<file path="config.mk">
export PLATFORM = sky130hd
export DESIGN_NAME = instr_encoder_flat
export DESIGN_NICKNAME = d
export VERILOG_FILES = /design/src/rtl/instr_encoder_if.sv /design/src/rtl/instr_encoder.sv /design/src/flat_wrapper.sv
export SDC_FILE = /design/constraint.sdc
export NUM_CORES = 1
export LEC_CHECK = 0
export CORE_MARGIN = 4
export CORE_UTILIZATION = 56
export CTS_BUF_LIST = sky130_fd_sc_hd__clkbuf_2 sky130_fd_sc_hd__clkbuf_4 sky130_fd_sc_hd__clkbuf_8
export CTS_CLUSTER_DIAMETER = 60
export DETAILED_ROUTE_END_ITERATION = 7
export MAX_ROUTING_LAYER = met4
export PLACE_DENSITY = 0.82
export REMOVE_ABC_BUFFERS = 1
export SLEW_MARGIN = 20
export SYNTH_ARGS = -nofsm -noshare
export SYNTH_HDL_FRONTEND = slang
export SYNTH_SLANG_ARGS = --single-unit
export TNS_END_PERCENT = 100
</file>
<file path="constraint.sdc">
create_clock -name clk -period 2.9 [get_ports clk]
set_input_delay 0.58 -clock clk [delete_from_list [all_inputs] [get_ports clk]]
set_output_delay 0.58 -clock clk [all_outputs]
set_load 0.02 [all_outputs]
</file>
<file path="src/rtl/instr_encoder_if.sv">
// Request and instruction-memory write bundle for the instruction encoder.
// master = request source / memory side, slave = encoder.
interface instr_encoder_if;
    logic        in_valid;
    logic        in_ready;
    logic [3:0]  in_kind;
    logic [4:0]  in_rs;
    logic [4:0]  in_rt;
    logic [4:0]  in_rd;
    logic [15:0] in_imm;
    logic [25:0] in_target;
    logic        in_last;
    logic        wr_busy;
    logic        wr_en;
    logic [31:0] wr_addr;
    logic [31:0] wr_data;
    logic [10:0] words;
    logic        done;
    logic        err;

    modport master (
        output in_valid, in_kind, in_rs, in_rt, in_rd, in_imm, in_target, in_last, wr_busy,
        input  in_ready, wr_en, wr_addr, wr_data, words, done, err
    );

    modport slave (
        input  in_valid, in_kind, in_rs, in_rt, in_rd, in_imm, in_target, in_last, wr_busy,
        output in_ready, wr_en, wr_addr, wr_data, words, done, err
    );
endinterface

</file>
<file path="src/rtl/instr_encoder.sv">
// Encodes MIPS-style instruction requests into 32-bit words, buffers them in a
// small FIFO and streams them into instruction memory from address BASE.
module instr_encoder #(
    parameter logic [31:0] BASE     = 32'h0000_3000,
    parameter int          DEPTH    = 4,
    parameter int          IM_WORDS = 1024
) (
    input logic            clk,
    input logic            reset,
    instr_encoder_if.slave bus
);
    localparam int AW = (DEPTH > 1) ? $clog2(DEPTH) : 1;
    localparam int CW = AW + 1;

    typedef enum logic [1:0] {IDLE, LOAD, FLUSH, DONE} state_t;

    state_t          state, state_nxt;
    logic            in_ready;
    logic            xfer_p0;
    logic            vld_p0;
    logic [31:0]     enc_p0;
    logic [31:0]     mem [DEPTH];
    logic [AW-1:0]   wptr, rptr;
    logic [CW-1:0]   cnt;
    logic            pop, cap_hit, commit;
    logic [31:0]     addr;
    logic            wr_en_p1;
    logic [31:0]     wr_addr_p1, wr_data_p1;
    logic [10:0]     words;
    logic            err;

    function automatic logic [31:0] encode(input logic [3:0] kind, input logic [4:0] rs,
                                           input logic [4:0] rt, input logic [4:0] rd,
                                           input logic [15:0] imm, input logic [25:0] tgt);
        case (kind)
            4'd1:    encode = {6'h00, rs, rt, rd, 5'd0, 6'h21};
            4'd2:    encode = {6'h00, rs, rt, rd, 5'd0, 6'h23};
            4'd3:    encode = {6'h0D, rs, rt, imm};
            4'd4:    encode = {6'h23, rs, rt, imm};
            4'd5:    encode = {6'h2B, rs, rt, imm};
            4'd6:    encode = {6'h04, rs, rt, imm};
            4'd7:    encode = {6'h0F, 5'd0, rt, imm};
            4'd8:    encode = {6'h03, tgt};
            4'd9:    encode = {6'h00, rs, 15'd0, 6'h08};
            default: encode = 32'h0000_0000;
        endcase
    endfunction

    function automatic logic legal(input logic [3:0] kind);
        return kind <= 4'd9;
    endfunction

    // Stage p0: request handshake and combinational encode.
    assign in_ready = ((state == IDLE) || (state == LOAD)) && (cnt < CW'(DEPTH));
    assign xfer_p0  = bus.in_valid && in_ready;
    assign vld_p0   = xfer_p0 && legal(bus.in_kind);
    assign enc_p0   = encode(bus.in_kind, bus.in_rs, bus.in_rt, bus.in_rd,
                             bus.in_imm, bus.in_target);

    // A pop past the memory capacity still drains the FIFO but never writes.
    assign pop     = (cnt != '0) && !bus.wr_busy;
    assign cap_hit = (words == 11'(IM_WORDS));
    assign commit  = pop && !cap_hit;

    always_ff @(posedge clk) begin
        if (vld_p0) mem[wptr] <= enc_p0;
    end

    // Stage p1: FIFO bookkeeping and registered memory write.
    always_ff @(posedge clk) begin
        if (reset) begin
            wptr       <= '0;
            rptr       <= '0;
            cnt        <= '0;
            addr       <= BASE;
            wr_en_p1   <= 1'b0;
            wr_addr_p1 <= BASE;
            wr_data_p1 <= 32'h0;
            words      <= '0;
            err        <= 1'b0;
        end else begin
            if (vld_p0) wptr <= wptr + 1'b1;
            if (pop)    rptr <= rptr + 1'b1;
            case ({vld_p0, pop})
                2'b10:   cnt <= cnt + 1'b1;
                2'b01:   cnt <= cnt - 1'b1;
                default: cnt <= cnt;
            endcase
            wr_en_p1 <= commit;
            if (commit) begin
                wr_data_p1 <= mem[rptr];
                wr_addr_p1 <= addr;
                addr       <= addr + 32'd4;
                words      <= words + 1'b1;
            end
            if ((xfer_p0 && !legal(bus.in_kind)) || (pop && cap_hit)) err <= 1'b1;
        end
    end

    always_ff @(posedge clk) begin
        if (reset) state <= IDLE;
        else       state <= state_nxt;
    end

    always_comb begin
        state_nxt = state;
        case (state)
            IDLE:  if (xfer_p0) state_nxt = bus.in_last ? FLUSH : LOAD;
            LOAD:  if (xfer_p0 && bus.in_last) state_nxt = FLUSH;
            FLUSH: if ((cnt == '0) && !wr_en_p1) state_nxt = DONE;
            DONE:  state_nxt = DONE;
            default: state_nxt = IDLE;
        endcase
    end

    assign bus.in_ready = in_ready;
    assign bus.wr_en    = wr_en_p1;
    assign bus.wr_addr  = wr_addr_p1;
    assign bus.wr_data  = wr_data_p1;
    assign bus.words    = words;
    assign bus.done     = (state == DONE);
    assign bus.err      = err;
endmodule

</file>
<file path="src/flat_wrapper.sv">
// flat-port wrapper written by rule: the top's interface ports become plain ports
module instr_encoder_flat 
#(
    parameter logic [31:0] BASE     = 32'h0000_3000,
    parameter int          DEPTH    = 4,
    parameter int          IM_WORDS = 1024
)
  (clk, reset, bus_in_valid, bus_in_kind, bus_in_rs, bus_in_rt, bus_in_rd, bus_in_imm, bus_in_target, bus_in_last, bus_wr_busy, bus_in_ready, bus_wr_en, bus_wr_addr, bus_wr_data, bus_words, bus_done, bus_err);
  instr_encoder_if bus_i ();
  input logic clk;
  input logic reset;
  input wire logic [$bits(bus_i.in_valid)-1:0] bus_in_valid;
  input wire logic [$bits(bus_i.in_kind)-1:0] bus_in_kind;
  input wire logic [$bits(bus_i.in_rs)-1:0] bus_in_rs;
  input wire logic [$bits(bus_i.in_rt)-1:0] bus_in_rt;
  input wire logic [$bits(bus_i.in_rd)-1:0] bus_in_rd;
  input wire logic [$bits(bus_i.in_imm)-1:0] bus_in_imm;
  input wire logic [$bits(bus_i.in_target)-1:0] bus_in_target;
  input wire logic [$bits(bus_i.in_last)-1:0] bus_in_last;
  input wire logic [$bits(bus_i.wr_busy)-1:0] bus_wr_busy;
  output wire logic [$bits(bus_i.in_ready)-1:0] bus_in_ready;
  output wire logic [$bits(bus_i.wr_en)-1:0] bus_wr_en;
  output wire logic [$bits(bus_i.wr_addr)-1:0] bus_wr_addr;
  output wire logic [$bits(bus_i.wr_data)-1:0] bus_wr_data;
  output wire logic [$bits(bus_i.words)-1:0] bus_words;
  output wire logic [$bits(bus_i.done)-1:0] bus_done;
  output wire logic [$bits(bus_i.err)-1:0] bus_err;
  assign bus_i.in_valid = bus_in_valid;
  assign bus_i.in_kind = bus_in_kind;
  assign bus_i.in_rs = bus_in_rs;
  assign bus_i.in_rt = bus_in_rt;
  assign bus_i.in_rd = bus_in_rd;
  assign bus_i.in_imm = bus_in_imm;
  assign bus_i.in_target = bus_in_target;
  assign bus_i.in_last = bus_in_last;
  assign bus_i.wr_busy = bus_wr_busy;
  assign bus_in_ready = bus_i.in_ready;
  assign bus_wr_en = bus_i.wr_en;
  assign bus_wr_addr = bus_i.wr_addr;
  assign bus_wr_data = bus_i.wr_data;
  assign bus_words = bus_i.words;
  assign bus_done = bus_i.done;
  assign bus_err = bus_i.err;
  instr_encoder #(.BASE(BASE), .DEPTH(DEPTH), .IM_WORDS(IM_WORDS)) u_core (.clk(clk), .reset(reset), .bus(bus_i));
endmodule
</file>
Yosys cells after proc, flatten, opt, wreduce, memory -nomap -nowiden
Memory sizes are Yosys's and may differ from the RTL's. A register that Yosys moved wholly into a read port is not among the register bits.
Index checks and enable logic that the tools add are counted.
{ "totals": {"n_memories": 1, "reg_bits": 86, "output_inout_bits": 79, "input_bits": 66, "mem_bits_rw": 128} }
{ "mem_list": {"columns": ["memory", "depth", "width", "rd", "rd_clocked_by_memory_dff", "write_ports", "line", "source"], "rows": [
  ["u_core.mem", 4, 32, 1, 1, 1, "instr_encoder.sv:22", "logic [31:0] mem [DEPTH];"]
]} }
{ "op_classes": {"mux": 9, "order_cmp": 2, "addsub": 6, "eq_ne": 18, "n_reduce_logical": 20} }
{ "op_table": {"columns": ["cell", "n"], "rows": [
  ["32-bit case mux with 9 select lines", 1],
  ["32-bit by 3-bit adder with 32-bit output (second input constant)", 1],
  ["4-bit by 3-bit == test with 1-bit output (second input constant)", 4],
  ["11-bit by 1-bit adder with 11-bit output (second input constant)", 1],
  ["11-bit == test (second input constant)", 1],
  ["1-bit logical AND", 9],
  ["4-bit by 2-bit == test with 1-bit output (second input constant)", 2],
  ["4-bit == test (second input constant)", 2],
  ["2-bit two-way mux", 4],
  ["2-bit case mux with 4 select lines", 1],
  ["2-bit == test (second input constant)", 3],
  ["3-bit case mux with 2 select lines", 1],
  ["2-bit by 1-bit adder with 2-bit output (second input constant)", 2],
  ["2-bit by 1-bit == test with 1-bit output (second input constant)", 2],
  ["4-bit by 1-bit == test with 1-bit output (second input constant)", 1],
  ["4-bit <= comparator (second input constant)", 1],
  ["1-bit zero test", 4],
  ["2-bit by 1-bit inequality test with 1-bit output (second input constant)", 2],
  ["3-bit by 1-bit adder with 3-bit output (second input constant)", 1],
  ["3-bit zero test", 1],
  ["3-bit less-than comparator (second input constant)", 1],
  ["3-bit AND reduction", 1],
  ["3-bit nonzero test", 1],
  ["3-bit by 1-bit subtractor with 3-bit output (second input constant)", 1],
  ["other kinds (5)", 7]
]} }

Logic depth before layout (Yosys ltp)
Gate-level depths: netlist of run 1.
{ "depth": {"word_depth": 7, "ltp_mapped": 12, "mapped_depth_nobuf": 9} }

Least setup slack after synthesis of run 1
No wires, ideal clock.
{ "synth_path": {"path_type": "input to register", "from": "input port bus_wr_busy", "to": "register u_core.cnt[2]", "t_arrival_ns": 2.588, "slack_ns": 0.242, "setup_time_ns": 0.070, "cell_stages": 12, "cell_sequence": "inv_1 nand2_4 buf_4 inv_1 buf_4 buf_2 ha_1 inv_1 fa_1 xor2_1 or3_1 a21oi_1"} }
{ "synth_via": {"elab_chain_len": 4, "word_cells_on_any_way": 6} }
{ "synth_lines": {"columns": ["item", "line", "source"], "rows": [
  ["start: declaration", "flat_wrapper.sv:20", "input wire logic [$bits(bus_i.wr_busy)-1:0] bus_wr_busy;"],
  ["1-bit zero test *", "instr_encoder.sv:61", "assign pop = (cnt != '0) && !bus.wr_busy;"],
  ["1-bit logical AND *", "instr_encoder.sv:61", null],
  ["via u_core.pop", "instr_encoder.sv:25", "logic pop, cap_hit, commit;"],
  ["2-bit by 1-bit == test with 1-bit output / 2-bit == test (equally long branches)", "instr_encoder.sv:84", "case ({vld_p0, pop})"],
  ["3-bit case mux with 2 select lines / 2-bit nonzero test (equally long branches)", null, null],
  ["end signal: assignment", "instr_encoder.sv:85", "2'b10: cnt <= cnt + 1'b1;"],
  ["end signal: assignment", "instr_encoder.sv:86", "2'b01: cnt <= cnt - 1'b1;"],
  ["end signal: assignment", "instr_encoder.sv:87", "default: cnt <= cnt;"],
  ["end: declaration", "instr_encoder.sv:24", "logic [CW-1:0] cnt;"]
]} }
Mark *: on every way through the listed nets, which the timed path passes. The rest lies on a longest branch.
A chain may end at the register's enable or synchronous reset.

Worst setup path in the final report of run 1
{ "layout_path": {"from": "register u_core.words[0] (netlist: u_core.bus.words[0])", "to": "register u_core.wr_data_p1[21] (netlist: u_core.bus.wr_data[21]), read port of u_core.mem"} }
{ "layout_via": {"elab_chain_len": 3} }
{ "layout_lines": {"columns": ["item", "line", "source"], "rows": [
  ["start: declaration", "instr_encoder.sv:29", "logic [10:0] words;"],
  ["start signal: assignment", "instr_encoder.sv:94", "words <= words + 1'b1;"],
  ["11-bit == test", "instr_encoder.sv:62", "assign cap_hit = (words == 11'(IM_WORDS));"],
  ["1-bit zero test", "instr_encoder.sv:63", "assign commit = pop && !cap_hit;"],
  ["1-bit logical AND", "instr_encoder.sv:63", null],
  ["end: declaration", "instr_encoder.sv:28", "logic [31:0] wr_addr_p1, wr_data_p1;"]
]} }
Every way passes these cells.

==> results of run 1 <==
metal layers:
metal | global-route usage (%) | wire (um)
met3 | 3.74 | 1730
met1 | 29.8 | 9490
met5 | - | 0
met2 | 36.8 | 11000
met4 | 7.07 | 422
worst register-to-register path: stages, from the launching register on:
cell and delay, ps:
dfxtp_1 360, inv_1 100, ha_1 140, nor2b_1 170, and4_4 890, buf_4 340
o21ai_0 110, a21oi_1 190
flip-flops by register name (all words and copies together), names as in the netlist:
signal,flops
u_core.bus.words,11
u_core.bus.wr_data,31
u_core.bus.wr_en,1
u_core.cnt,3
u_core.state,2
u_core.addr,30
u_core.bus.err,1
u_core.bus.wr_addr,30
u_core.wptr,2
u_core.mem,124
u_core.rptr,2
report_power, final:
| part | internal, uW | leakage [uW] | switching, uW |
|---|---|---|---|
| registers | 3820 | 0.00206 | 222 |
| logic | 931 | 0.00168 | 1080 |
| clock network | 1690 | 0.000429 | 1290 |
logic make-up (layout without fill, tap and decap cells):
kind of cell	after synthesis	after routing	share of synthesized area, %
simple gates	240	240	13.3
flops	237	237	59.6
compound gates	210	210	12.0
buf+inv	91	257	4.25
mux	47	47	8.71
fa+ha+maj	9	9	1.20
xor+xnor	9	9	0.785
other cells	1	3	0.0374
metrics by stage:
stage | instance area [um^2] | util, % | power [uW] | setup TNS (ps)
finish | 12500 | 71.6 | 9040 | 0
global placement | 11600 | 66.9 | 6080 | 0
global route | 12500 | 71.6 | 9450 | 0
detailed placement | 11600 | 66.9 | 6130 | 0
floorplan | 9690 | - | 5260 | -2950
CTS | 12500 | 71.6 | 9100 | 0
synth_stat cells (8+ instances only):
cell type	count
nand2_1	27
edfxtp_1	124
mux4_2	31
ha_1	8
nor4_1	12
a22o_1	13
nor2_1	40
or4_1	18
and2_1	9
mux2_2	13
buf_2	23
clkbuf_1	35
nand3_1	73
inv_1	19
nor2b_1	19
a21oi_1	88
o31ai_1	17
o21ai_0	70
dfxtp_1	113
nand4_1	9
worst min path at each step:
| stage | startpoint | cells past startpoint | endpoint |
|---|---|---|---|
| after floorplan | u_core.addr[31]$_SDFFE_PP0P_ | 2 | u_core.bus.wr_addr[31]$_SDFFE_PP0P_ |
| after global placement | u_core.bus.wr_data[23]$_SDFFE_PP0P_ | 2 | u_core.bus.wr_data[23]$_SDFFE_PP0P_ |
| after detailed placement | u_core.bus.wr_addr[23]$_SDFFE_PP0P_ | 2 | u_core.bus.wr_addr[23]$_SDFFE_PP0P_ |
| after CTS | u_core.bus.wr_addr[23]$_SDFFE_PP0P_ | 2 | u_core.bus.wr_addr[23]$_SDFFE_PP0P_ |
| after global routing | u_core.bus.wr_addr[4]$_SDFFE_PP0P_ | 2 | u_core.bus.wr_addr[4]$_SDFFE_PP0P_ |
| final | u_core.bus.wr_addr[19]$_SDFFE_PP0P_ | 2 | u_core.bus.wr_addr[19]$_SDFFE_PP0P_ |
final cells by class:
| class | instances | area share, % |
|---|---|---|
| sequential | 237 | 48.0 |
| multi-input combinational | 518 | 29.2 |
| timing repair buffer | 168 | 13.4 |
| clock buffer | 57 | 5.79 |
| tap | 225 | 2.26 |
| clock inverter | 13 | 0.753 |
| inverter | 19 | 0.572 |
==> impl_metrics.json, run 1 <==
{
  "crit_required_ps": 3350,
  "grt_max_degree": 104,
  "yosysWarnings": 0,
  "fin_skew_ps": 14.4,
  "clkSinkCount": 237,
  "port_buffers": 141,
  "drive_gt1_share_pct": 14.8,
  "wirelength_um": 22600,
  "fin_cells": 1237,
  "routedWlPerCell_um": 18.3,
  "cp_cell_sequence": "inv_1 -> ha_1 -> nor2b_1 -> and4_4 -> buf_4 -> o21ai_0 -> a21oi_1",
  "period_needed_ps": 2390,
  "rr_endpoint": "u_core.bus.wr_data[21]$_SDFFE_PP0P_",
  "hold_path.class": "reg2reg",
  "die_w_um": 142,
  "diodes": 0,
  "path_buf_inv": 2,
  "vias_per_cell": 5.99,
  "critPathKind": "reg2reg",
  "die_area_um2": 20100,
  "setup_viol": 0,
  "syn_area_um2": 10000,
  "cts_setup_buffers": 0,
  "status": "complete, no violations",
  "cts.repair.resized": 0,
  "rsz0062_at_grt": "false",
  "critPathMaxFanout": 103,
  "place_congestion": 0.822,
  "grt_pass1_wl_um": 36000,
  "cts_root_buffer": "clkbuf_8",
  "rows": 48,
  "clk_path_buf_depth": 3,
  "grt_overflow": 0,
  "numCtsBuffers": 38,
  "synth-async-reset-ratio_pct": 0,
  "start_kind": "flip-flop",
  "leakagePower_uw": 0.00417,
  "power_density_nw_per_um2": 725,
  "maxSlewViolCount": 0,
  "start_util_pct": 57.6,
  "path_clk_slew_ps": 60,
  "critPathCapture": "u_core.bus.wr_data[21]$_SDFFE_PP0P_",
  "cts_tree": "done",
  "ys_seq_area_share_pct": 59.6,
  "seq_area_um2": 5990,
  "fin_hold_ws_ps": 473,
  "synth_enable_flop_cells": 124,
  "insertion_delay_ps": 530,
  "grtUsageTotal_pct": 22.8,
  "layout_common_cells": "clkdlybuf4s50_1 (140), edfxtp_1 (124), dfxtp_1 (111)",
  "synth_ff_type": "edfxtp_1",
  "die_y_um": 142,
  "arrival_ps": 2840,
  "layout_commonest_cell": "clkdlybuf4s50_1",
  "syn_area_per_cell_um2": 11.9,
  "dp_cells": 1167,
  "crit_family": "simple AND/OR/NAND/NOR gates",
  "grt_antenna_before_repair": 0,
  "synth.largest_area_cell": "edfxtp_1",
  "core_region_area_um2": 17400,
  "max_freq_mhz": 419,
  "reg2reg_depth": 7,
  "cts_max_level": 2,
  "ys_types": 50,
  "synth_top_area_share_pct": 37.1,
  "worstMarginPinSlew_ps": 972,
  "crit_path_max_incr_delay_ps": 890,
  "crit_path_end_kind": "flip-flop",
  "vias": 7404,
  "dp_hpwl_um": 14300,
  "post-place-ws_ps": 18.2,
  "first_pass_iters": 5,
  "slew_headroom_pct": 35.2,
  "drtIter0Drc": 600,
  "cap_violations": 0,
  "area_growth_pct": 24.2,
  "multi_input_area_um2": 3640,
  "cts_hold_buf": 0,
  "finalCritPeriodShare_pct": 82.3,
  "grt_pass1_vias": 7096,
  "cp_slowest_cell": "and4_4",
  "r2r-start": "u_core.bus.words[0]$_SDFFE_PP0P_",
  "nets": 1057,
  "ir_worst_vdd_mv": 0.427,
  "setup_slack_ps": 513,
  "finalHoldViolCount": 0,
  "io_pins": 145,
  "synth_area_leaders": "edfxtp_1 (37%), dfxtp_1 (23%), mux4_2 (7.0%)",
  "fillers": 1252,
  "cp.depth": 7,
  "regToRegSetupSlack_ps": 510,
  "ant_nets": 0,
  "drc": 0,
  "syn_inst": 844,
  "crit_start": "u_core.bus.words[0]$_SDFFE_PP0P_",
  "ys_ff_latch": 237
}
Note: power is estimated with default switching activity, not from simulation.
==> inputs of run 2 (changes only) <==
==> constraint.sdc (replaced) <==
create_clock -name clk -period 2.2 [get_ports clk]
set_input_delay 0.44 -clock clk [delete_from_list [all_inputs] [get_ports clk]]
set_output_delay 0.44 -clock clk [all_outputs]
set_load 0.02 [all_outputs]
==> impl_metrics.json, run 2 (synthesis gave the netlist of run 1 again) <==
{
  "diodes": 0,
  "top_layer_used": "met4",
  "wl_met2_um": 11900,
  "cts_max_level": 2,
  "drive_gt1_share_pct": 17.3,
  "worstMarginPinSlew_ps": 815,
  "crit_family": "buffers and inverters",
  "die_area_um2": 20100,
  "crit_start": "u_core.state[1]$_SDFFE_PP0P_",
  "placed_area_um2": 11900,
  "layout_common_cells": "clkdlybuf4s50_1 (140), edfxtp_1 (124), dfxtp_1 (110)",
  "dp_hpwl_um": 15200,
  "cts_root_buffer": "clkbuf_8",
  "start_kind": "flip-flop",
  "nets": 1086,
  "ant_nets": 0,
  "period_needed_ps": 2110,
  "r2r-start": "u_core.bus.words[4]$_SDFFE_PP0P_",
  "largest_register_ffs": 124,
  "cp_cell_sequence": "and2_1 -> clkdlybuf4s50_1",
  "setup_slack_ps": 87.0,
  "routedWlPerCell_um": 18.8,
  "hold_path.class": "in2reg",
  "layout_commonest_cell": "clkdlybuf4s50_1",
  "wl_met3_um": 1580,
  "grt_overflow": 0,
  "grt_pass1_vias": 7518,
  "path_clk_slew_ps": 60,
  "clkSinkCount": 237,
  "first_pass_iters": 5,
  "insertion_delay_ps": 530,
  "port_buffers": 141,
  "fillers": 1215,
  "drc": 0,
  "wirelength_um": 23800,
  "max_freq_mhz": 473,
  "die_w_um": 142,
  "clk_path_buf_depth": 3,
  "regToRegSetupSlack_ps": 90,
  "area_growth_pct": 26.9,
  "fin_cells": 1264,
  "rows": 48,
  "ir_worst_vdd_mv": 0.717,
  "grt_pass1_wl_um": 37500,
  "grt_antenna_before_repair": 0,
  "io_pins": 145,
  "post-place-ws_ps": -379,
  "setup_tns_ps": 0,
  "vias": 7630,
  "maxSlewViolCount": 0,
  "finalCritPeriodShare_pct": 96.0,
  "fin_skew_ps": 32.3,
  "start_util_pct": 57.6,
  "drtIter0Drc": 716,
  "grtUsageTotal_pct": 23.9,
  "final_area_um2": 12700,
  "cts_tree": "done",
  "vias_per_cell": 6.04,
  "regMostFlops": "u_core.mem",
  "status": "complete, no violations",
  "cp_slowest_cell": "clkdlybuf4s50_1",
  "grt_max_degree": 61,
  "rsz0062_at_grt": "false",
  "crit_path_end_kind": "output pin",
  "cap_violations": 0,
  "numCtsBuffers": 38,
  "power_density_nw_per_um2": 942,
  "crit_required_ps": 1760,
  "path_buf_inv": 1,
  "critPathMaxFanout": 6,
  "min_from": "reset",
  "wl_met1_um": 9810,
  "arrival_ps": 1670,
  "finalHoldViolCount": 0,
  "critPathKind": "reg2out",
  "slew_headroom_pct": 45.2,
  "die_y_um": 142,
  "core_region_area_um2": 17400,
  "dp_cells": 1195,
  "crit_path_max_incr_delay_ps": 590,
  "leakagePower_uw": 0.00432,
  "power.total_uw": 12000,
  "place_congestion": 0.825,
  "setup_viol": 0
}
==> run 2: path summary, 6_finish.rpt <==
kind	end	cells past startpoint
setup reg to reg	u_core.bus.wr_data[27]$_SDFFE_PP0P_	5
hold / removal	u_core.bus.words[5]$_SDFFE_PP0P_	2
hold reg to reg	u_core.bus.wr_addr[6]$_SDFFE_PP0P_	2
setup / recovery	bus_done	2
==> run 2: final cells by class <==
type	count	area (um^2)	area share [%]
Tap cell	225	282	2.21
Clock buffer	60	719	5.65
Clock inverter	8	70.1	0.550
Inverter	19	71.3	0.560
Timing Repair Buffer	196	1960	15.4
Multi-Input combinational cell	519	3650	28.6
Sequential cell	237	5990	47.0
==> run 2: repair_timing <==
item,in CTS,in global routing
hold buffers,0,0
setup endpoints to repair,0,9
hold endpoints to repair,0,0
gates resized for setup,0,2
buffers inserted,0,0
==> run 2: report_power, final <==
part / internal [uW] / switching [uW] / leakage, uW
Clock: 2200 / 1670 / 0.000425
Combinational: 1330 / 1570 / 0.00184
Sequential: 5040 / 195 / 0.00206
==> run 2: routing by layer <==
layer  up-vias  track usage [%]
li1       3537                -
met1      3740             30.4
met2       309             39.7
met3        44             4.18
met4         0             6.77
met5         -                -
==> run 2: through the flow <==
step,hold WS [ps],utilization (%)
CTS,389,73.1
floorplan,446,-
finish,402,73.2
global placement,461,68.5
detailed placement,466,68.5
global route,413,73.2
==> inputs of run 3 (changes only) <==
--- a/config.mk
+++ b/config.mk
@@ -8,7 +8,7 @@
 export CORE_MARGIN = 4
 export CORE_UTILIZATION = 56
 export CTS_BUF_LIST = sky130_fd_sc_hd__clkbuf_2 sky130_fd_sc_hd__clkbuf_4 sky130_fd_sc_hd__clkbuf_8
-export CTS_CLUSTER_DIAMETER = 60
+export CTS_CLUSTER_DIAMETER = 80
 export DETAILED_ROUTE_END_ITERATION = 7
 export MAX_ROUTING_LAYER = met4
 export PLACE_DENSITY = 0.82
==> results of run 3 <==
Same layout as run 2: the final DEF is identical, and so are final timing and power.
